<file path="config.mk">
export PLATFORM = sky130hd
export DESIGN_NAME = dff_piso_tx
export DESIGN_NICKNAME = d
export VERILOG_FILES = /design/src/rtl/dff_piso_pkg.sv /design/src/rtl/piso_shreg.sv /design/src/rtl/dff_piso_tx.sv
export SDC_FILE = /design/constraint.sdc
export NUM_CORES = 1
export LEC_CHECK = 0
export ABC_AREA = 1
export CORE_UTILIZATION = 40
export DETAILED_ROUTE_END_ITERATION = 8
export DONT_BUFFER_PORTS = 1
export GPL_TIMING_DRIVEN = 0
export PLACE_DENSITY_LB_ADDON = 0.05
export SYNTH_ARGS = -nofsm -noshare
export SYNTH_HDL_FRONTEND = slang
export SYNTH_HIERARCHICAL = 1
export SYNTH_SLANG_ARGS = --single-unit
</file>
<file path="constraint.sdc">
create_clock -name clk -period 4.7 [get_ports clk]
set_input_delay 1.41 -clock clk [delete_from_list [all_inputs] [get_ports clk]]
set_output_delay 1.41 -clock clk [all_outputs]
set_load 0.03 [all_outputs]
</file>
<file path="src/rtl/dff_piso_pkg.sv">
// Shared types and helpers for the flip-flop serial link transmitter.
package dff_piso_pkg;

   typedef enum logic {IDLE, SHIFT} piso_state_t;

   // Width of the bit counter for a WIDTH-bit word.
   function automatic int cnt_w(input int width);
      return $clog2(width);
   endfunction

endpackage

</file>
<file path="src/rtl/piso_shreg.sv">
// Parallel-load shift register with enable-gated zero-fill shift toward the
// output end; exposes only the bit currently at the output end.
module piso_shreg
   import dff_piso_pkg::*;
#(
   parameter int WIDTH     = 8,
   parameter int MSB_FIRST = 1
) (
   input  logic             clk,
   input  logic             rst,
   input  logic             i_load,
   input  logic             i_shift,
   input  logic [WIDTH-1:0] i_data,
   output logic             o_bit
);

   logic [WIDTH-1:0] r_q;

   // Clear on reset, load takes priority over shift, otherwise hold.
   always_ff @(posedge clk) begin
      if (!rst)
         r_q <= '0;
      else if (i_load)
         r_q <= i_data;
      else if (i_shift) begin
         if (MSB_FIRST != 0)
            r_q <= {r_q[WIDTH-2:0], 1'b0};
         else
            r_q <= {1'b0, r_q[WIDTH-1:1]};
      end
   end

   assign o_bit = (MSB_FIRST != 0) ? r_q[WIDTH-1] : r_q[0];

endmodule

</file>
<file path="src/rtl/dff_piso_tx.sv">
// Serial transmitter: accepts a word over valid/ready and shifts it out one
// bit per ser_en cycle with valid/last framing. Back-to-back words reload on
// the last bit so there is no idle gap between them.
module dff_piso_tx
   import dff_piso_pkg::*;
#(
   parameter int WIDTH     = 8,
   parameter int MSB_FIRST = 1
) (
   input  logic             clk,
   input  logic             rst,
   input  logic             load_valid,
   output logic             load_ready,
   input  logic [WIDTH-1:0] load_data,
   input  logic             ser_en,
   output logic             ser_out,
   output logic             ser_valid,
   output logic             ser_last,
   output logic             busy
);

   localparam int            CW   = cnt_w(WIDTH);
   localparam logic [CW-1:0] LAST = CW'(WIDTH - 1);

   piso_state_t   r_state, w_state_nxt;
   logic [CW-1:0] r_cnt, w_cnt_nxt;
   logic          w_load, w_shift, w_bit, w_at_last;

   assign w_at_last = (r_cnt == LAST);

   piso_shreg #(.WIDTH(WIDTH), .MSB_FIRST(MSB_FIRST)) u_shreg (
      .clk     (clk),
      .rst     (rst),
      .i_load  (w_load),
      .i_shift (w_shift),
      .i_data  (load_data),
      .o_bit   (w_bit)
   );

   // State and bit counter registers; reset abandons any word in flight.
   always_ff @(posedge clk) begin
      if (!rst) begin
         r_state <= IDLE;
         r_cnt   <= '0;
      end else begin
         r_state <= w_state_nxt;
         r_cnt   <= w_cnt_nxt;
      end
   end

   // Next state, counter, handshake and shift-register controls.
   always_comb begin
      w_state_nxt = r_state;
      w_cnt_nxt   = r_cnt;
      load_ready  = 1'b0;
      w_load      = 1'b0;
      w_shift     = 1'b0;
      case (r_state)
         IDLE: begin
            load_ready = 1'b1;
            if (load_valid) begin
               w_load      = 1'b1;
               w_cnt_nxt   = '0;
               w_state_nxt = SHIFT;
            end
         end
         SHIFT: begin
            if (ser_en) begin
               if (w_at_last) begin
                  // Last bit leaving: take the next word now if one is offered.
                  load_ready = 1'b1;
                  if (load_valid) begin
                     w_load    = 1'b1;
                     w_cnt_nxt = '0;
                  end else begin
                     w_state_nxt = IDLE;
                  end
               end else begin
                  w_shift   = 1'b1;
                  w_cnt_nxt = r_cnt + 1'b1;
               end
            end
         end
         default: w_state_nxt = IDLE;
      endcase
      // During reset nothing is accepted.
      if (!rst) begin
         load_ready = 1'b0;
         w_load     = 1'b0;
         w_shift    = 1'b0;
      end
   end

   assign busy      = (r_state == SHIFT);
   assign ser_valid = busy;
   assign ser_last  = busy && w_at_last;
   assign ser_out   = busy ? w_bit : 1'b0;

endmodule

</file>
# == Yosys cells after proc, flatten, opt, wreduce, memory -nomap -nowiden ==
# Cells that the tools add are included.
# word_totals
wordCells,32
reg_bits,12
output_inout_bits,5
# op_classes
muxes,23
n_addsub,1
n_eq_ne,2
n_bitwise,1
reduce_logical,2
# op_table
operator,n
$mux W8,2
$mux W1,14
$mux W3,3
$pmux W1 S2,3
$pmux W3 S2,1
$add A3 B1 Y3 const B,1
$eq A3 B3 Y1 const B,1
$ne A2 B2 Y1 const B,1
$reduce_bool A2 Y1,1
$logic_and A1 B1 Y1,1
$not A1 Y1,1

# == Logic depth before layout (Yosys ltp) ==
# Gate-level depths: netlist of the first run.
# depth
word_depth,7
depth_mapped,12

# == By module ==
# The synthesis of the first run kept the hierarchy.
# modules_own_cells
mod,instances,cells_per_inst,area_each_um2,seq_area_each_um2
piso_shreg,1,60,399.1,160.2
dff_piso_tx,1,47,284.0,80.1

# == Worst setup path after synthesis of the first run ==
# OpenSTA, ideal clock, no wires.
# synth_path
path_type,in2out
startpoint,input port ser_en
endpoint,output port load_ready
required_time_ps,3290
cell_stages,4
n_path_buf,0
arrival_time_ps,2000
slack_ps,1290
path_cell_list,inv_1 nand2_1 nand2_1 nor2_1
# synth_between
elab_chain_len,3
# synth_rtl
element,line_no,rtl
start: declaration,dff_piso_tx.sv:15,"input logic ser_en,"
$mux W1,dff_piso_tx.sv:68,if (ser_en) begin
$pmux W1 S2,dff_piso_tx.sv:58,case (r_state)
$mux W1,dff_piso_tx.sv:87,if (!rst) begin
end: declaration,dff_piso_tx.sv:13,"output logic load_ready,"
# Every way passes these cells.

# == Worst setup path after layout of the first run ==
# Same ends and word-level chain as after synthesis.

==> impl_summary.log, run 1 <==
INFO  metric die-height = 43.3 um
INFO  metric sw_frac_of_total = a little over a quarter
INFO  metric antenna_violating_nets_post_route = 0
INFO  metric synth_top_flop_cell = sky130_fd_sc_hd__dfxtp_1
INFO  metric seqPwrFrac = 50.1%
INFO  metric detailed_router_iteration_count_before_antenna_repair = 8
INFO  metric post_dp_cell_area = 703 um2
INFO  metric postLayoutCoreUtil = between 40% and 50%
INFO  metric power.share.clock = between 30 and 40%
INFO  metric cts.root.buffer_cell = sky130_fd_sc_hd__clkbuf_4
INFO  metric die_area = 0.00188 mm2
INFO  metric synth.top_cells.by_area = sky130_fd_sc_hd__dfxtp_1 35%, sky130_fd_sc_hd__nand2_1 25%, sky130_fd_sc_hd__inv_1 9.9%
INFO  metric syn_area = between 600 and 700 um2
INFO  metric share_of_synthesized_area_occupied_by_flip_flops_and_latches = between 30% and 40%
INFO  metric grt_setup_unrepaired = no
INFO  metric postLayoutSetupSlackWorst = 1.23 ns
INFO  metric area_of_the_core = ~0.0016 mm2
INFO  metric max_freq = approximately 290 MHz
INFO  metric globalplace.congestion = roughly 0.75
INFO  metric clk-insertion-delay-late = 0.27 ns
INFO  metric fp.dieW = 43.3 um
INFO  metric critical_path_launch_point_type = input port
INFO  metric dr_wl_met3 = 87 um
INFO  metric run_status = finished, violations left
INFO  metric finish.instance_area = about 740 um2
INFO  metric cap_viol_max_count = 0
INFO  metric place.port_buffers = 0
INFO  metric count_of_endpoints_failing_hold_in_the_final_timing_report = 0
INFO  metric worstPathMaxFanout = 3
INFO  metric maximum_number_of_pins_on_one_net_before_global_route_repair = 12
INFO  metric cts.reportedPaths.clkPinSlew = about 0.08 ns
INFO  metric avgSynthCellArea = between 6 and 7 um2
INFO  metric routed-wl-met2 = ~580 um
INFO  metric detailedPlacementHpwl = 944 um
INFO  metric endpoint_kind = output port
INFO  metric groute.usage.overall = ~16%
INFO  metric cts_inserted_buffers = 3
INFO  metric cts.sinks = 12
INFO  metric worstMarginPinSlew = between 0.5 and 0.6 ns
INFO  metric drc = 5
INFO  metric tritoncts = done
INFO  metric num_io_pins = 17
INFO  metric failing_checks = design-rule violations
INFO  metric rows = 14
INFO  metric cts_hold_buffers = 0
INFO  metric max-slew-margin-rel = between 60% and 70%
INFO  metric vias_in_the_first_global_route = approximately 540
INFO  metric grt_overflow = 0
INFO  metric finalSetupTns = 0 ns
INFO  metric synthDistinctLibCells = 14
INFO  metric initial_utilization = between 40% and 50%
INFO  metric final_antenna_diode_count = 0
INFO  metric slew_viol_final = 0
INFO  metric number_of_enable_type_register_cells_in_the_synthesized_netlist = 0
INFO  metric cts-root-to-sink-buffers = 2
INFO  metric detailroute.via_count = 609
INFO  metric layout_worst_path_cycle_share = 73.8%
INFO  metric area_share_of_the_largest_cell_type_after_synthesis = about a third
INFO  metric postSynthRegisterBits = 12
INFO  metric worstSetupPathType = in2out
INFO  metric timing.final.setup_violations = 0
INFO  metric power.internal = roughly 0.00016 W
INFO  metric power_leakage = approximately 0.44 nW
INFO  metric cts-htree-levels = 1
INFO  metric number_of_antenna_violations_at_the_first_check_in_global_routing = 0
INFO  metric synth_fp_nets = between 100 and 150
INFO  metric detail_route.wl_per_cell = 10.1 um
INFO  metric timing.clock.skew = approximately 0.0071 ns
INFO  metric total_power = ~0.00022 W
INFO  metric finish.net_count = around 130
INFO  metric net-switching-power = between 0.00005 and 0.00006 W
INFO  metric post-cts-setup-buffers = 0
INFO  metric dp_slack = ~1.2 ns
INFO  metric power_frac_comb = 13.0%
INFO  metric syn2layout_area_growth = 8.24%
INFO  metric synthesis.instances = roughly 110
INFO  metric synth_area_leader_cell = sky130_fd_sc_hd__dfxtp_1
INFO  metric synthTopCellsByCount = 45 x sky130_fd_sc_hd__nand2_1, 18 x sky130_fd_sc_hd__inv_1, 12 x sky130_fd_sc_hd__dfxtp_1, 10 x sky130_fd_sc_hd__nand3_1, 7 x sky130_fd_sc_hd__nor2_1
INFO  metric fin_crit = around 3.5 ns
INFO  metric cp_data_arrival_time = between 2 and 2.5 ns
INFO  metric wl_met1 = 609 um
INFO  metric top_layer_used = met4
INFO  metric violation_count_after_the_first_detailed_route_iteration = 11
INFO  metric critPathRequiredTime = about 3.3 ns
INFO  metric postSynth.asyncResetShare = 0%
INFO  metric post_cts.resized_instances = 0
INFO  metric detail_route.vias_per_cell = about 4.8
INFO  metric vdd.ir_drop.worst = 0.000174 V
INFO  metric drive_gt1_share = 9.91%
INFO  metric finalWirelength = about 1300 um
INFO  metric post-synth-top-count-cell = sky130_fd_sc_hd__nand2_1
INFO  metric worstHoldPathType = reg2reg
INFO  metric power.density = 300 mW/mm2
INFO  metric synth-warning-count = 6
INFO  metric first_pass_grt_wire_length = 2190 um
-- power by group through the flow --
stage / Clock, W / Sequential (W) / Combinational [W]
floorplan: 0 / 0.000113 / 0.0000252
global placement: 0 / 0.000114 / 0.0000287
detailed placement: 0 / 0.000114 / 0.0000291
CTS: 0.0000865 / 0.000111 / 0.0000293
global route: 0.0000920 / 0.000112 / 0.0000329
finish: 0.0000819 / 0.000111 / 0.0000289
-- worst max-delay path, cell delays in order --
cell                      delay (ns)
sky130_fd_sc_hd__inv_1          0.02
sky130_fd_sc_hd__nand2_1        0.09
sky130_fd_sc_hd__nand2_1        0.10
sky130_fd_sc_hd__nor2_1         0.43
-- worst paths after layout --
path                                     from  cells after the start  slack [ns]                     endpoint
hold reg to reg   u_shreg/r_q[6]$_SDFFE_PN0P_                      2        0.47  u_shreg/r_q[6]$_SDFFE_PN0P_
setup / recovery                       ser_en                      4        1.23                   load_ready
setup reg to reg        r_cnt[0]$_SDFFE_PN0P_                     12        2.93  u_shreg/r_q[1]$_SDFFE_PN0P_
hold / removal    u_shreg/r_q[6]$_SDFFE_PN0P_                      2        0.47  u_shreg/r_q[6]$_SDFFE_PN0P_
-- state kept, by name, summed over array words and instances, names as in the netlist --
signal       count
busy             1
r_cnt            3
u_shreg/r_q      8
-- area by class of cell --
| class | count | area (um2) |
|---|---|---|
| inverters | 19 | 71.3 |
| well taps | 16 | 20.0 |
| flip-flops and latches | 12 | 240 |
| multi-input cells | 73 | 345 |
| plain buffers | 3 | 26.3 |
| clock buffers | 4 | 36.3 |
| fillers | 183 | 820 |
-- cell families (layout without fill, tap and decap cells) --
| family | Yosys count | in the layout | share of synthesized area, % |
|---|---|---|---|
| AOI/OAI and AO/OA | 4 | 4 | 2.93 |
| adders and majority gates | 3 | 3 | 5.50 |
| buffers and inverters | 22 | 26 | 14.3 |
| and+or+nand+nor | 66 | 66 | 42.1 |
| DFF | 12 | 12 | 35.2 |
-- per-stage QoR --
step,instances,hold WS (ns)
after floorplan,107,0.438
after global placement,123,0.456
after detailed placement,123,0.458
after CTS,127,0.471
after global routing,127,0.507
final,127,0.468
-- routing by layer --
metal | up-vias | track usage, %
met3 | 2 | 8.94
met2 | 16 | 24.8
met5 | - | 0
met1 | 264 | 19.9
met4 | 0 | 5.63
li1 | 327 | -
-- cells in the final DEF, fill, tap and decap left out, drive strengths merged --
cell / count
buf: 3
nand2: 46
clkbuf: 4
a21oi: 4
inv: 19
nor2: 9
nor3: 1
ha: 3
dfxtp: 12
nand3: 10
Note: power is estimated with default switching activity, not from simulation.
==> run 2, diff against run 1 <==
==> constraint.sdc (replaced) <==
create_clock -name clk -period 3.1 [get_ports clk]
set_input_delay 0.93 -clock clk [delete_from_list [all_inputs] [get_ports clk]]
set_output_delay 0.93 -clock clk [all_outputs]
set_load 0.03 [all_outputs]
==> results of run 2 <==
Same layout as run 1 (identical final DEF). Status: finished, violations left: design-rule violations.
Among the figures that moved: setup slack after placement 1.23 ns -> 0.594 ns; setup slack after layout 1.23 ns -> 0.524 ns; start point of the critical path ser_en -> r_cnt[0]$_SDFFE_PN0P_; register-to-register setup slack 2.93 ns -> 1.33 ns; total power 0.000222 W -> 0.000337 W; worst IR drop on VDD 0.000174 V -> 0.000263 V
